**src/rtl/eds_pkg.sv**
```systemverilog
// Shared types and helpers for the delayed-event scheduler: the mode encoding,
// the default deadline type and a comparison for deadlines that wrap.
package eds_pkg;

    typedef enum logic {
        EDS_BLOCKING = 1'b0,
        EDS_QUEUED   = 1'b1
    } eds_mode_e;

    localparam int unsigned EDS_DLY_W = 8;

    typedef logic [EDS_DLY_W:0] deadline_t;

    // Compares a and b by their distance ahead of now, modulo 2^w. This is
    // valid while every live deadline is less than half the wrap period ahead.
    function automatic logic deadline_ge(
        input logic [31:0]  a,
        input logic [31:0]  b,
        input logic [31:0]  now,
        input int unsigned  w
    );
        logic [31:0] mask;
        logic [31:0] da;
        logic [31:0] db;
        mask = (w >= 32) ? '1 : ((32'd1 << w) - 32'd1);
        da   = (a - now) & mask;
        db   = (b - now) & mask;
        return da >= db;
    endfunction

endpackage

```
**src/rtl/eds_channel.sv**
```systemverilog
// One scheduler channel: mode latch, deadline FIFO in expiry order, expiry
// compare against the shared timestamp, and a saturating drop counter.
module eds_channel
    import eds_pkg::*;
#(
    parameter int unsigned DLY_W    = 8,
    parameter int unsigned MAX_PEND = 4,
    parameter int unsigned DROP_W   = 8
) (
    input  logic              clk,
    input  logic              rst,
    input  logic              trig,
    input  logic [DLY_W-1:0]  dly,
    input  logic              mode,
    input  logic [DLY_W:0]    tstamp,
    output logic              fire,
    output logic              busy,
    output logic              drop,
    output logic [DROP_W-1:0] drop_cnt
);

    localparam int unsigned PTR_W = (MAX_PEND > 1) ? $clog2(MAX_PEND) : 1;
    localparam int unsigned CNT_W = PTR_W + 1;

    if ((MAX_PEND < 2) || ((MAX_PEND & (MAX_PEND - 1)) != 0)) begin : g_bad_depth
        $error("eds_channel: MAX_PEND must be a power of two and at least 2");
    end

    logic [DLY_W:0]   fifo [MAX_PEND];
    logic [PTR_W-1:0] rd_ptr;
    logic [PTR_W-1:0] wr_ptr;
    logic [CNT_W-1:0] count;
    eds_mode_e        mode_q;
    eds_mode_e        mode_eff;
    logic [DLY_W-1:0] dly_eff;
    logic [DLY_W:0]   deadline;
    logic [DLY_W:0]   head;
    logic [DLY_W:0]   tail;
    logic             pending;
    logic             full;
    logic             pop;
    logic             push;
    logic             order_ok;

    assign pending  = (count != '0);
    assign full     = (count == CNT_W'(MAX_PEND));
    assign head     = fifo[rd_ptr];
    assign tail     = fifo[wr_ptr - PTR_W'(1)];
    assign pop      = pending && (head == tstamp) && !rst;
    assign dly_eff  = (dly == '0) ? DLY_W'(1) : dly;
    assign deadline = tstamp + {1'b0, dly_eff};

    // An idle channel follows the mode input directly so a same-cycle trig
    // is handled under the freshly latched mode.
    assign mode_eff = pending ? mode_q : eds_mode_e'(mode);

    // Strictly later than the tail keeps FIFO order equal to expiry order and
    // rules out two fires from one channel in a single cycle.
    assign order_ok = !pending ||
                      ((deadline != tail) &&
                       deadline_ge(32'(deadline), 32'(tail), 32'(tstamp), DLY_W + 1));

    always_comb begin
        push = 1'b0;
        if (trig && !rst) begin
            unique case (mode_eff)
                EDS_BLOCKING: push = !pending;
                EDS_QUEUED:   push = (!full || pop) && order_ok;
                default:      push = 1'b0;
            endcase
        end
    end

    assign fire = pop;
    assign busy = pending;
    assign drop = trig && !rst && !push;

    always_ff @(posedge clk) begin
        if (push) begin
            fifo[wr_ptr] <= deadline;
        end
    end

    always_ff @(posedge clk) begin
        if (rst) begin
            rd_ptr   <= '0;
            wr_ptr   <= '0;
            count    <= '0;
            mode_q   <= EDS_BLOCKING;
            drop_cnt <= '0;
        end else begin
            if (!pending) begin
                mode_q <= eds_mode_e'(mode);
            end
            if (push) begin
                wr_ptr <= wr_ptr + PTR_W'(1);
            end
            if (pop) begin
                rd_ptr <= rd_ptr + PTR_W'(1);
            end
            unique case ({push, pop})
                2'b10:   count <= count + CNT_W'(1);
                2'b01:   count <= count - CNT_W'(1);
                default: count <= count;
            endcase
            if (drop && (drop_cnt != '1)) begin
                drop_cnt <= drop_cnt + DROP_W'(1);
            end
        end
    end

endmodule

```
**src/rtl/event_delay_sched.sv**
```systemverilog
// Multi-channel delayed-event scheduler: owns the shared free-running timestamp
// and slices the flat ports across independent eds_channel instances.
module event_delay_sched
    import eds_pkg::*;
#(
    parameter int unsigned NUM_CH   = 2,
    parameter int unsigned DLY_W    = 8,
    parameter int unsigned MAX_PEND = 4,
    parameter int unsigned DROP_W   = 8
) (
    input  logic                     clk,
    input  logic                     rst,
    input  logic [NUM_CH-1:0]        trig,
    input  logic [NUM_CH*DLY_W-1:0]  dly,
    input  logic [NUM_CH-1:0]        mode,
    output logic [NUM_CH-1:0]        fire,
    output logic [NUM_CH-1:0]        busy,
    output logic [NUM_CH-1:0]        drop,
    output logic [NUM_CH*DROP_W-1:0] drop_cnt,
    output logic [DLY_W:0]           tstamp
);

    always_ff @(posedge clk) begin
        if (rst) begin
            tstamp <= '0;
        end else begin
            tstamp <= tstamp + {{DLY_W{1'b0}}, 1'b1};
        end
    end

    for (genvar i = 0; i < NUM_CH; i++) begin : g_ch
        eds_channel #(
            .DLY_W    (DLY_W),
            .MAX_PEND (MAX_PEND),
            .DROP_W   (DROP_W)
        ) u_ch (
            .clk      (clk),
            .rst      (rst),
            .trig     (trig[i]),
            .dly      (dly[i*DLY_W +: DLY_W]),
            .mode     (mode[i]),
            .tstamp   (tstamp),
            .fire     (fire[i]),
            .busy     (busy[i]),
            .drop     (drop[i]),
            .drop_cnt (drop_cnt[i*DROP_W +: DROP_W])
        );
    end

endmodule

```
**config.mk**
```make
export PLATFORM = sky130hd
export DESIGN_NAME = event_delay_sched
export DESIGN_NICKNAME = d
export VERILOG_FILES = /design/src/rtl/eds_pkg.sv /design/src/rtl/eds_channel.sv /design/src/rtl/event_delay_sched.sv
export SDC_FILE = /design/constraint.sdc
export NUM_CORES = 1
export LEC_CHECK = 0
export BUFFER_PORTS_ARGS = -buffer_cell sky130_fd_sc_hd__buf_2
export CAP_MARGIN = 0
export CORE_MARGIN = 4
export CORE_UTILIZATION = 50
export CTS_CLUSTER_SIZE = 24
export DETAILED_ROUTE_END_ITERATION = 6
export GPL_ROUTABILITY_DRIVEN = 0
export GPL_TIMING_DRIVEN = 0
export HOLD_SLACK_MARGIN = 0.08
export PLACE_DENSITY = 0.72
export SKIP_LAST_GASP = 1
export SLEW_MARGIN = 5
export SYNTH_ARGS = -nofsm -noshare
export SYNTH_HDL_FRONTEND = slang
export SYNTH_SLANG_ARGS = --single-unit
export TNS_END_PERCENT = 100
```
**constraint.sdc**
```tcl
create_clock -name clk -period 21.5 [get_ports clk]
set_clock_uncertainty 0.1 [all_clocks]
set_input_delay 4.3 -clock clk [delete_from_list [all_inputs] [get_ports clk]]
set_output_delay 4.3 -clock clk [all_outputs]
set_load 0.02 [all_outputs]
```
==> After elaboration in Yosys (flattened, before gate mapping) <==
Memories as Yosys holds them, arrays and structs flattened. A register that Yosys moved wholly into a read port is not among the register bits.
Index checks and enable logic that the tools add are counted.
{ "word_totals": {"reg_bits": 41, "ram_bits": 72, "inputBits": 22, "out_inout_bits": 31, "wordCells": 97, "n_memories": 2} }
{ "classes": {"addsub": 19, "n_lt_le_gt_ge": 2, "n_eq_ne": 12, "n_mux": 18, "bitwise": 2, "reduce_logical": 31} }
{ "mem_list": {"columns": ["name", "depth", "word_bits", "read_ports", "rd_ports_with_merged_regs", "write_ports", "line", "source"], "rows": [
  ["g_ch[0].u_ch.fifo", 4, 9, 2, 1, 1, "eds_channel.sv:29", "logic [DLY_W:0] fifo [MAX_PEND];"],
  ["g_ch[1].u_ch.fifo", 4, 9, 2, 1, 1, "eds_channel.sv:29", null]
]} }
{ "op_table": {"columns": ["operator", "count"], "rows": [
  ["$sub A9 B9 Y9", 4],
  ["$add A9 B8 Y9", 2],
  ["$eq A9 B9 Y1", 2],
  ["$ge A9 B9 Y1", 2],
  ["$ne A9 B9 Y1", 2],
  ["$add A8 B1 Y8 const B", 2],
  ["$logic_not A8 Y1", 2],
  ["$mux W8", 2],
  ["$ne A8 B8 Y1 const B", 2],
  ["$logic_and A1 B1 Y1", 14],
  ["$pmux W3 S2", 2],
  ["$add A9 B1 Y9 const B", 1],
  ["$add A2 B1 Y2 const B", 4],
  ["$mux W1", 8],
  ["$mux W2", 4],
  ["$logic_not A1 Y1", 7],
  ["$add A3 B1 Y3 const B", 2],
  ["$eq A3 B3 Y1 const B", 2],
  ["$reduce_bool A3 Y1", 2],
  ["$sub A3 B1 Y3 const B", 2],
  ["$eq A2 B1 Y1 const B", 2],
  ["$eq A2 B2 Y1 const B", 2],
  ["$logic_or A1 B1 Y1", 4],
  ["$pmux W1 S2", 2],
  ["other kinds (3)", 6]
]} }

==> Logic depth before layout (Yosys ltp) <==
Gate-level depths: netlist of the first run.
{ "logic_depth": {"word_depth": 13, "depth_mapped": 32} }

==> Modules after synthesis <==
Synthesis of the first run repeated with hierarchy kept, for this count alone.
{ "hier_totals": {"cells_unflattened": 749, "area_unflattened_um2": 8165.3} }
{ "modules_own_cells": {"columns": ["module", "instances", "cells_each", "area_each_um2", "seq_area_each_um2"], "rows": [
  ["eds_channel (g_ch[1].u_ch)", 1, 354, 3902.5, 1441.4],
  ["eds_channel (g_ch[0].u_ch)", 1, 355, 3900.0, 1441.4],
  ["event_delay_sched", 1, 40, 362.8, 180.2]
]} }

==> Worst setup path before layout of the first run <==
No wires, ideal clock.
{ "synth_path": {"kind": "input -> output", "start": "input port dly[7]", "end": "output port drop[0]", "arrival_ps": 8534, "t_required_ps": 17100, "slack_ps": 8566, "cell_stages": 25, "path_cell_list": "nor4_1 a21o_1 ha_1 inv_1 fa_1 nand2b_1 a21oi_1 xnor2_1 ha_1 inv_1 o21bai_1 a21oi_1 o21bai_1 a21oi_1 xnor2_1 ha_1 a211oi_1 o21ai_0 a21oi_1 o31ai_1 a21o_1 o31a_1 clkbuf_1 nor2_1 buf_4"} }
{ "synth_via": {"elab_chain_len": 12} }
{ "synth_rtl": {"columns": ["item", "line", "source"], "rows": [
  ["start: declaration", "event_delay_sched.sv:14", "input logic [NUM_CH*DLY_W-1:0] dly,"],
  ["$logic_not A8 Y1 *", "eds_channel.sv:50", "assign dly_eff = (dly == '0) ? DLY_W'(1) : dly;"],
  ["$mux W8 *", "eds_channel.sv:50", null],
  ["$add A9 B8 Y9 *", "eds_channel.sv:51", "assign deadline = tstamp + {1'b0, dly_eff};"],
  ["net g_ch[0].u_ch.deadline[4]", "eds_channel.sv:36", "logic [DLY_W:0] deadline;"],
  ["$sub A9 B9 Y9", "eds_pkg.sv:26", "da = (a - now) & mask;"],
  ["$ge A9 B9 Y1", "eds_pkg.sv:28", "return da >= db;"],
  ["$logic_and A1 B1 Y1 *", "eds_channel.sv:60", "((deadline != tail) &&"],
  ["$logic_or A1 B1 Y1 *", "eds_channel.sv:59", "assign order_ok = !pending ||"],
  ["$logic_and A1 B1 Y1 *", "eds_channel.sv:68", "EDS_QUEUED: push = (!full || pop) && order_ok;"],
  ["$pmux W1 S2 *", "eds_channel.sv:66", "unique case (mode_eff)"],
  ["$mux W1 *", "eds_channel.sv:65", "if (trig && !rst) begin"],
  ["$logic_not A1 Y1 *", "eds_channel.sv:76", "assign drop = trig && !rst && !push;"],
  ["$logic_and A1 B1 Y1 *", "eds_channel.sv:76", null],
  ["end: declaration", "event_delay_sched.sv:18", "output logic [NUM_CH-1:0] drop,"]
]} }
The timed path passes the listed nets; every way through them passes the cells marked *.

==> Final worst setup path of the first run <==
{ "layout_path": {"start": "input port dly[13]", "end": "output port drop[1]"} }
{ "layout_via": {"elab_chain_len": 12} }
{ "layout_rtl": {"columns": ["item", "line"], "rows": [
  ["$logic_not A8 Y1 *", "eds_channel.sv:50"],
  ["$mux W8 *", "eds_channel.sv:50"],
  ["$add A9 B8 Y9 *", "eds_channel.sv:51"],
  ["net g_ch[1].u_ch.deadline[2]", "eds_channel.sv:36"],
  ["$sub A9 B9 Y9", "eds_pkg.sv:26"],
  ["$ge A9 B9 Y1", "eds_pkg.sv:28"],
  ["$logic_and A1 B1 Y1 *", "eds_channel.sv:60"],
  ["$logic_or A1 B1 Y1 *", "eds_channel.sv:59"],
  ["$logic_and A1 B1 Y1 *", "eds_channel.sv:68"],
  ["$pmux W1 S2 *", "eds_channel.sv:66"],
  ["$mux W1 *", "eds_channel.sv:65"],
  ["$logic_not A1 Y1 *", "eds_channel.sv:76"],
  ["$logic_and A1 B1 Y1 *", "eds_channel.sv:76"]
]} }
Marks and branches as above.

==> results.cfg, run 1 <==
[logic_synthesis]
synth_nets = 858
synth-async-reset-ratio_pct = 0
synth_edf_count = 72
yosys.cell_types.count = 55
syn_inst = 750
ys_top_cells_by_area = edfxtp_1 26%, ha_1 12%, dfxtp_1 11%
ys.flop_type = edfxtp_1
avgSynthCellArea_um2 = 10.91
yosysTopAreaCellShare_pct = 26.43
yosys.area.top_type = edfxtp_1
synth_area_mm2 = 0.008180
ys.warnings.count = 0
seq_area_frac_synth_pct = 37.44
synth_seq_cells = 117

[finish]
final_common_cell = ha_1
drive_above_1_share_pct = 15.11
fin_nets = 929
area_growth_pct = 15.17
final_cell_mix = 78 x ha_1, 72 x edfxtp_1, 64 x xnor2_1
num_antenna_cells = 0

[setup_path]
cp-start-kind = input port
arrival_ns = 9.98
cp.required_ns = 17.10
cp_max_fo = 6
cp_top_family = compound AO/OA/AOI/OAI gates
crit_type = in -> out
path_buf_inv = 4
cpPeakStageDelay_ns = 0.56
worst_setup_path_end_kind = primary output
cp-startpoint = dly[13]
cp_slowest_cell = xnor2_1
regToRegEndpoint = g_ch[1].u_ch.count[2]
r2r_cells = 27
worst-path-stages = 26
reg2reg_from = tstamp[1]
r2r_slack_ns = 14.10
crit_top_cell = o21ai_0

[cts]
cts_buffer_depth = 2
clkTransAtPathRegs_ns = 0.05
cts.sinks = 117
htree_levels = 4
clk_latency_ns = 0.42
numCtsBuffers = 17
ctsResizeCount = 0
holdBufCountCts = 0
post_cts_buffers = 0
cts_tree = yes
cts_root_buffer = clkbuf_16

[pwr]
seqPwrFrac_pct = 32.0
p_switching_w = 0.0002189
p_leak_nw = 3.687
p_int_w = 0.0005794
comb_power_share_pct = 25.3
power_w = 0.0007983
p_per_area_mw_per_mm2 = 84.73
p_clk_share_pct = 42.8
irDropWorstVdd_mv = 0.05256
switching_share_pct = 27.42

[sta]
rsz0062_at_grt = false
relSlewSlack_pct = 29.39
period_minus_slack_ns = 14.38
setup_viol = 0
fmax_mhz = 69.53
setup_tns_ns = 0
worstMarginPinSlew_ns = 1.050
setup_ws_ns = 7.119
finalCritPeriodShare_pct = 66.89
hold_viol_final = 0
slew_violations = 0

[place]
dpl_worst_slack_ns = 7.184
io_buffers = 52
dpl.hpwl_um = 14390

[die]
floorplan.initialDensity_pct = 51.31
ios = 53
core-area_mm2 = 0.01594
rows = 46
dieArea_mm2 = 0.01847
die_h_um = 135.9
dieWidth_um = 135.9

[min_path]
min_path_type = reg -> reg
min_path_cells = 1
hold_path_end = g_ch[0].u_ch.drop_cnt[5]
holdCritStartpoint = g_ch[0].u_ch.drop_cnt[5]

[global_routing]
grt_use_total_pct = 22.27
grt-ovfl-total = 0
grt_pass1_vias = 5920
grt_pass1_wl_um = 31260
antenna_found_initial = 0
grt_max_degree = 17

[drt]
dr.pass1.iters = 5
routed_via_density = 5.692
drc = 0
wl_per_cell_um = 18.47
finalWirelength_um = 19390
ant_nets = 0
vias = 5977
drtIter0Drc = 508

[run]
drv_cap = 0

[outcome]
outcome = finished, final reports clean
==> power groups by stage <==
stage	logic [W]	registers (W)	clock network, W
finish	0.000202	0.000255	0.000341
global route	0.000228	0.000256	0.000358
CTS	0.000202	0.000255	0.000344
detailed placement	0.000200	0.000260	0
global placement	0.000194	0.000259	0
floorplan	0.000152	0.000258	0
==> metal layers <==
metal / vias up / part of all wire, % / global-route usage [%]
li1: 2881 / - / -
met1: 2906 / 46 / 30.84
met2: 161 / 46 / 35.73
met3: 29 / 5.1 / 3.442
met4: 0 / 2.3 / 7.895
met5: - / 0 / 0
==> layout make-up <==
type,instances,area [um2]
Buffer,34,170.2
Clock buffer,19,432.9
Clock inverter,13,277.8
Fill cell,1342,6521
Inverter,55,206.4
Multi-Input combinational cell,544,4741
Sequential cell,117,3063
Tap cell,216,270.3
Timing Repair Buffer,52,260.3
==> logic make-up (layout without fill, tap and decap cells) <==
group | after synthesis | in the layout | share of synthesized area (%)
AND/OR/NAND/NOR | 172 | 172 | 10.72
AO/OA/AOI/OAI | 143 | 143 | 10.80
multiplexers | 51 | 51 | 11.46
flip-flops | 117 | 117 | 37.44
XOR/XNOR | 92 | 92 | 11.09
buffers and inverters | 89 | 173 | 4.604
adder cells (fa/ha/maj) | 86 | 86 | 13.89
==> worst max path at each step <==
stage / endpoint
2_1_floorplan: drop[0]
3_3_place_gp: drop[1]
3_5_place_dp: drop[1]
4_1_cts: drop[1]
5_1_grt: drop[1]
6_report: drop[1]
==> cell usage after synthesis (all sizes together) (2+ instances only) <==
| cell | number |
|---|---|
| ha | 78 |
| edfxtp | 72 |
| xnor2 | 65 |
| inv | 54 |
| a21oi | 46 |
| dfxtp | 45 |
| nor2 | 42 |
| o21ai | 35 |
| mux4 | 32 |
| nand2 | 23 |
| nand3 | 23 |
| xor2 | 21 |
| clkbuf | 20 |
| mux2i | 16 |
| or3 | 15 |
| buf | 14 |
| a21o | 11 |
| and3 | 11 |
| nand2b | 11 |
| nor2b | 11 |
| nor3 | 11 |
| a211oi | 9 |
| and2 | 8 |
| fa | 8 |
| o21a | 8 |
| nand4 | 7 |
| o21bai | 7 |
| xnor3 | 6 |
| a211o | 5 |
| nor4 | 5 |
| o31ai | 4 |
| a21boi | 3 |
| a31oi | 3 |
| mux2 | 3 |
| o211ai | 3 |
| nor3b | 2 |
| or4 | 2 |
==> state kept, by name (all words and copies together) (netlist names), named ones only <==
name / cells
g_ch.u_ch.rd_ptr: 4
g_ch.u_ch.wr_ptr: 4
g_ch.u_ch.drop_cnt: 16
g_ch.u_ch.fifo: 72
g_ch.u_ch.mode_q: 2
g_ch.u_ch.count: 6
tstamp: 9
==> through the flow <==
| stage | instance area [um2] | cells | hold slack, ns | util [%] |
|---|---|---|---|---|
| 2_1_floorplan | 8180 | 750 | 0.3538 | - |
| 3_5_place_dp | 8711 | 1018 | 0.3703 | 54.64 |
| 3_3_place_gp | 8711 | 1018 | 0.3711 | 54.64 |
| 6_report | 9422 | 1050 | 0.3790 | 59.10 |
| 4_1_cts | 9422 | 1050 | 0.3843 | 59.10 |
| 5_1_grt | 9422 | 1050 | 0.4123 | 59.10 |
Power figures use the tool's default switching activity.
==> inputs of run 2 (changes only) <==
--- a/config.mk
+++ b/config.mk
@@ -14,7 +14,7 @@
 export GPL_ROUTABILITY_DRIVEN = 0
 export GPL_TIMING_DRIVEN = 0
 export HOLD_SLACK_MARGIN = 0.08
-export PLACE_DENSITY = 0.72
+export PLACE_DENSITY = 0.74
 export SKIP_LAST_GASP = 1
 export SLEW_MARGIN = 5
 export SYNTH_ARGS = -nofsm -noshare
==> constraint.sdc (replaced) <==
create_clock -name clk -period 12.75 [get_ports clk]
set_clock_uncertainty 0.1 [all_clocks]
set_input_delay 2.55 -clock clk [delete_from_list [all_inputs] [get_ports clk]]
set_output_delay 2.55 -clock clk [all_outputs]
set_load 0.02 [all_outputs]
==> run 2 against run 1 <==
Non-clock buffer count did not move. Global-route usage fell by 0.31 points. Combinational power rose by 70%. First-iteration DRC count fell by 2.0%. Register-to-register slack got worse by 8.7 ns. Core utilization fell by 0.72 points. Routed wire length fell by 0.26%. Clock power rose by 42%. Power rose by 57%. Cell count did not move. Critical path type unchanged. Critical endpoint unchanged.
==> results.cfg, run 2 (synthesis results as in run 1) <==
[global_routing]
grt_use_met3_pct = 4.996
grt_pass1_vias = 6004
met1_usage_pct = 28.49
grt_pass1_wl_um = 30990
grt-ovfl-total = 0
met2_usage_pct = 36.17
grt_max_degree = 17
antenna_found_initial = 0
grt.busiest_layer = met2
grt_use_total_pct = 21.96

[setup_path]
cp.required_ns = 10.10
cp_top_family = compound AO/OA/AOI/OAI gates
crit_top_cell = o21ai_0
cp-start-kind = input port
path_buf_inv = 4
regToRegEndpoint = g_ch[1].u_ch.count[2]
reg2reg_from = tstamp[1]
cp-startpoint = dly[13]
worst_setup_path_end_kind = primary output
cpPeakStageDelay_ns = 0.55
arrival_ns = 8.11
crit_end = drop[1]
crit_type = in -> out
cp_max_fo = 6
r2r_cells = 27
cp_slowest_cell = xnor2_1
r2r_slack_ns = 5.44
worst-path-stages = 26

[pwr]
p_per_area_mw_per_mm2 = 135.1
p_leak_nw = 3.642
irDropWorstVdd_mv = 0.1009

[place]
io_buffers = 52
placedCellCount = 1018
dpl.hpwl_um = 14430

[run]
drv_cap = 0

[sta]
finalCritPeriodShare_pct = 84.40
period_minus_slack_ns = 10.76
relSlewSlack_pct = 34.93
fmax_mhz = 92.92
hold_viol_final = 0
rsz0062_at_grt = false
worstMarginPinSlew_ns = 0.9671
slew_violations = 0
holdWs_ns = 0.3870
setup_viol = 0
setup_tns_ns = 0

[cts]
cts.sinks = 117
clkTransAtPathRegs_ns = 0.05
cts_buffer_depth = 2
cts_root_buffer = clkbuf_16
numCtsBuffers = 17
clk_latency_ns = 0.42
cts_tree = yes
htree_levels = 4
holdBufCountCts = 0
ctsResizeCount = 0
post_cts_buffers = 0

[finish]
largest_reg_flops = 72
final_common_cell = ha_1
multi_input_area_mm2 = 0.004741
area_growth_pct = 13.77
drive_above_1_share_pct = 14.51
fin_nets = 929
reg_top3 = g_ch.u_ch.fifo (72), g_ch.u_ch.drop_cnt (16), tstamp (9)
final_cell_mix = 78 x ha_1, 72 x edfxtp_1, 64 x xnor2_1
final_cells = 1050
regMostFlops = g_ch.u_ch.fifo
num_antenna_cells = 0
fillers = 1317
register_area_mm2 = 0.003063

[drt]
drtIter0Drc = 498
vias = 6038
wl_per_cell_um = 18.42
routed_via_density = 5.750
ant_nets = 0
dr.pass1.iters = 5
drc = 0
finalWirelength_um = 19340

[die]
rows = 46
floorplan.initialDensity_pct = 51.31
dieWidth_um = 135.9
ios = 53
dieArea_mm2 = 0.01847
core-area_mm2 = 0.01594
die_h_um = 135.9

[min_path]
min_path_type = reg -> reg

[outcome]
outcome = finished, final reports clean
run 2: cell types whose count changed in the layout (fill, tap and decap cells not counted), sizes merged:
cell      before  now
clkinv         4   10
bufinv         8    4
clkinvlp       2    0
run 2: layer usage:
| metal | vias to the layer above | wire [um] |
|---|---|---|
| met5 | - | 0 |
| met4 | 0 | 397 |
| met3 | 34 | 1228 |
| met2 | 214 | 9302 |
| met1 | 2901 | 8416 |
| li1 | 2889 | - |
run 2: worst min-delay path by stage:
stage                                  start                  endpoint  slack, ns  cells past startpoint
floorplan              g_ch[0].u_ch.count[2]     g_ch[0].u_ch.count[2]       0.35                      2
global placement    g_ch[0].u_ch.drop_cnt[5]  g_ch[0].u_ch.drop_cnt[5]       0.37                      2
detailed placement  g_ch[0].u_ch.drop_cnt[5]  g_ch[0].u_ch.drop_cnt[5]       0.38                      2
CTS                 g_ch[0].u_ch.drop_cnt[5]  g_ch[0].u_ch.drop_cnt[5]       0.38                      2
global route        g_ch[0].u_ch.drop_cnt[5]  g_ch[0].u_ch.drop_cnt[5]       0.42                      1
finish              g_ch[0].u_ch.drop_cnt[5]  g_ch[0].u_ch.drop_cnt[5]       0.39                      2
run 2: final cells by class:
class	count	area share, %
multi-input cells	544	50.94
flip-flops and latches	117	32.91
clock buffers	19	4.652
well taps	216	2.904
repair buffers	52	2.796
inverters	55	2.218
plain buffers	34	1.828
clock inverters	13	1.748
run 2: power breakdown:
group,switching (W),total [W],internal (W)
registers,0.0000106,0.000431,0.000420
clock network,0.000162,0.000484,0.000322
logic,0.000191,0.000343,0.000152
run 2: worst reg2reg max path: stages (launching register included):
cell      delay [ns]
dfxtp_1         0.78
inv_1           0.43
fa_1            0.54
xnor2_1         0.55
ha_1            0.38
nor2b_1         0.15
o21ai_0         0.23
a21boi_0        0.18
o21a_1          0.20
o21ai_0         0.14
nand2b_1        0.08
a21oi_1         0.19
xnor2_1         0.10
ha_1            0.35
a211oi_1        0.34
o21ai_0         0.16
a21oi_1         0.29
nor3_1          0.12
a211o_1         0.29
o21ai_0         0.12
nor2b_1         0.15
inv_1           0.12
ha_1            0.19
inv_1           0.06
fa_1            0.37
xor2_1          0.16
or3_1           0.32
a21oi_1         0.15
run 2: metrics by stage:
step	cell area (um2)	utilization, %	setup slack [ns]	total power (W)
2_1_floorplan	8180	-	3.316	0.0006921
3_3_place_gp	8711	54.64	2.235	0.0007632
3_5_place_dp	8711	54.64	2.134	0.0007718
4_1_cts	9306	58.37	2.042	0.001262
5_1_grt	9306	58.37	1.508	0.001328
6_report	9306	58.37	1.988	0.001257
==> inputs of run 3 (changes only) <==
--- a/config.mk
+++ b/config.mk
@@ -14,7 +14,7 @@
 export GPL_ROUTABILITY_DRIVEN = 0
 export GPL_TIMING_DRIVEN = 0
 export HOLD_SLACK_MARGIN = 0.08
-export PLACE_DENSITY = 0.74
+export PLACE_DENSITY = 0.72
 export SKIP_LAST_GASP = 1
 export SLEW_MARGIN = 5
 export SYNTH_ARGS = -nofsm -noshare
==> constraint.sdc (replaced) <==
create_clock -name clk -period 10.2 [get_ports clk]
set_clock_uncertainty 0.1 [all_clocks]
set_input_delay 2.04 -clock clk [delete_from_list [all_inputs] [get_ports clk]]
set_output_delay 2.04 -clock clk [all_outputs]
set_load 0.02 [all_outputs]
==> run 3 against run 2 <==
Sequential cell count stayed put. Setup slack got worse by 1.5 ns. First-iteration DRC count grew 1.8%. Die area did not move. Clock-buffer cell count is the same. Cell count unchanged. Sequential share of layout area is 0.45 points lower. Sequential power is 25% higher. Clock power is 49% higher. Core utilization grew 0.82 points. Via count decreased by 0.94%.
==> results.cfg, run 3 (synthesis results as in run 1) <==
[sta]
finalCritPeriodShare_pct = 94.87
period_minus_slack_ns = 9.677
relSlewSlack_pct = 30.96
holdWs_ns = 0.3785
fmax_mhz = 103.3
setup_viol = 0
setup_tns_ns = 0
slew_violations = 0
rsz0062_at_grt = false
hold_viol_final = 0
worstMarginPinSlew_ns = 1.026

[global_routing]
grt_use_met3_pct = 3.442
grt_max_degree = 17
met1_usage_pct = 30.84
grt-ovfl-total = 0
grt_pass1_wl_um = 31260
met2_usage_pct = 35.73
grt.busiest_layer = met2
grt_use_total_pct = 22.27
grt_pass1_vias = 5920
antenna_found_initial = 0

[finish]
largest_reg_flops = 72
utilization_pct = 59.19
stdcell_area_mm2 = 0.009437
final_cell_mix = 78 x ha_1, 72 x edfxtp_1, 62 x xnor2_1
regMostFlops = g_ch.u_ch.fifo
area_growth_pct = 15.36
final_common_cell = ha_1
drive_above_1_share_pct = 15.35
fillers = 1338
fin_nets = 929
reg_top3 = g_ch.u_ch.fifo (72), g_ch.u_ch.drop_cnt (16), tstamp (9)
num_antenna_cells = 0

[setup_path]
crit_type = in -> out
r2r_cells = 27
regToRegEndpoint = g_ch[1].u_ch.count[2]
cp-start-kind = input port
cp_slowest_cell = fa_1
arrival_ns = 7.54
cp_max_fo = 5
worst_setup_path_end_kind = primary output
path_buf_inv = 4
reg2reg_from = tstamp[1]
cp.required_ns = 8.06
cp-startpoint = dly[13]
r2r_slack_ns = 3.02
cp_top_family = compound AO/OA/AOI/OAI gates
cpPeakStageDelay_ns = 0.42

[min_path]
holdCritStartpoint = g_ch[0].u_ch.drop_cnt[5]
hold_path_end = g_ch[0].u_ch.drop_cnt[5]
min_path_type = reg -> reg
min_path_cells = 1

[cts]
htree_levels = 4
cts_buffer_depth = 2
holdBufCountCts = 0
clk_latency_ns = 0.42
cts_tree = yes
numCtsBuffers = 17
cts.sinks = 117
clkTransAtPathRegs_ns = 0.05
cts_root_buffer = clkbuf_16
post_cts_buffers = 0

[drt]
drtIter0Drc = 507
wl_per_cell_um = 18.44
drc = 0
vias = 5981
routed_via_density = 5.696
finalWirelength_um = 19360
ant_nets = 0
dr.pass1.iters = 6

[die]
core-area_mm2 = 0.01594
ios = 53
rows = 46
floorplan.initialDensity_pct = 51.31
die_h_um = 135.9
dieArea_mm2 = 0.01847
dieWidth_um = 135.9

[pwr]
p_leak_nw = 3.700
p_per_area_mw_per_mm2 = 178.4
irDropWorstVdd_mv = 0.1118

[outcome]
outcome = finished, final reports clean

[place]
dpl.hpwl_um = 14390
io_buffers = 52
place_area_mm2 = 0.008711

[run]
drv_cap = 0
run 3: routing by layer:
| metal | up-vias | wire [um] |
|---|---|---|
| met2 | 161 | 9065 |
| met4 | 0 | 440 |
| li1 | 2880 | - |
| met5 | - | 0 |
| met3 | 30 | 900 |
| met1 | 2910 | 8957 |
run 3: timing repair:
item,in CTS,in global routing
setup endpoints to repair,0,1
gates resized for setup,0,2
endpoints found under the hold margin,0,0
run 3: worst max path at each step:
stage	slack, ns	end	depth (start not counted)
final	0.52	drop[1]	26
after global routing	0.11	drop[1]	26
after CTS	0.35	drop[1]	26
after detailed placement	0.40	drop[1]	26
after global placement	0.47	drop[1]	26
after floorplan	1.79	drop[0]	25
run 3: cell type report:
class                           count  area, um2  area share (%)
Multi-Input combinational cell    544       4756           50.40
Sequential cell                   117       3063           32.46
Clock buffer                       19      432.9           4.588
Clock inverter                     13      277.8           2.944
Tap cell                          216      270.3           2.864
Timing Repair Buffer               52      260.3           2.758
Inverter                           55      206.4           2.188
Buffer                             34      170.2           1.803
run 3: stage by stage:
step	cells	worst slack, ns	power (W)
after floorplan	750	1.786	0.0008651
after global placement	1018	0.4692	0.0009561
after detailed placement	1018	0.4037	0.0009685
after CTS	1050	0.3548	0.001689
after global routing	1050	0.1094	0.001775
final	1050	0.5230	0.001683
run 3: power breakdown:
part | internal (W) | switching [W]
logic | 0.000190 | 0.000235
clock network | 0.000507 | 0.000213
registers | 0.000525 | 0.0000130
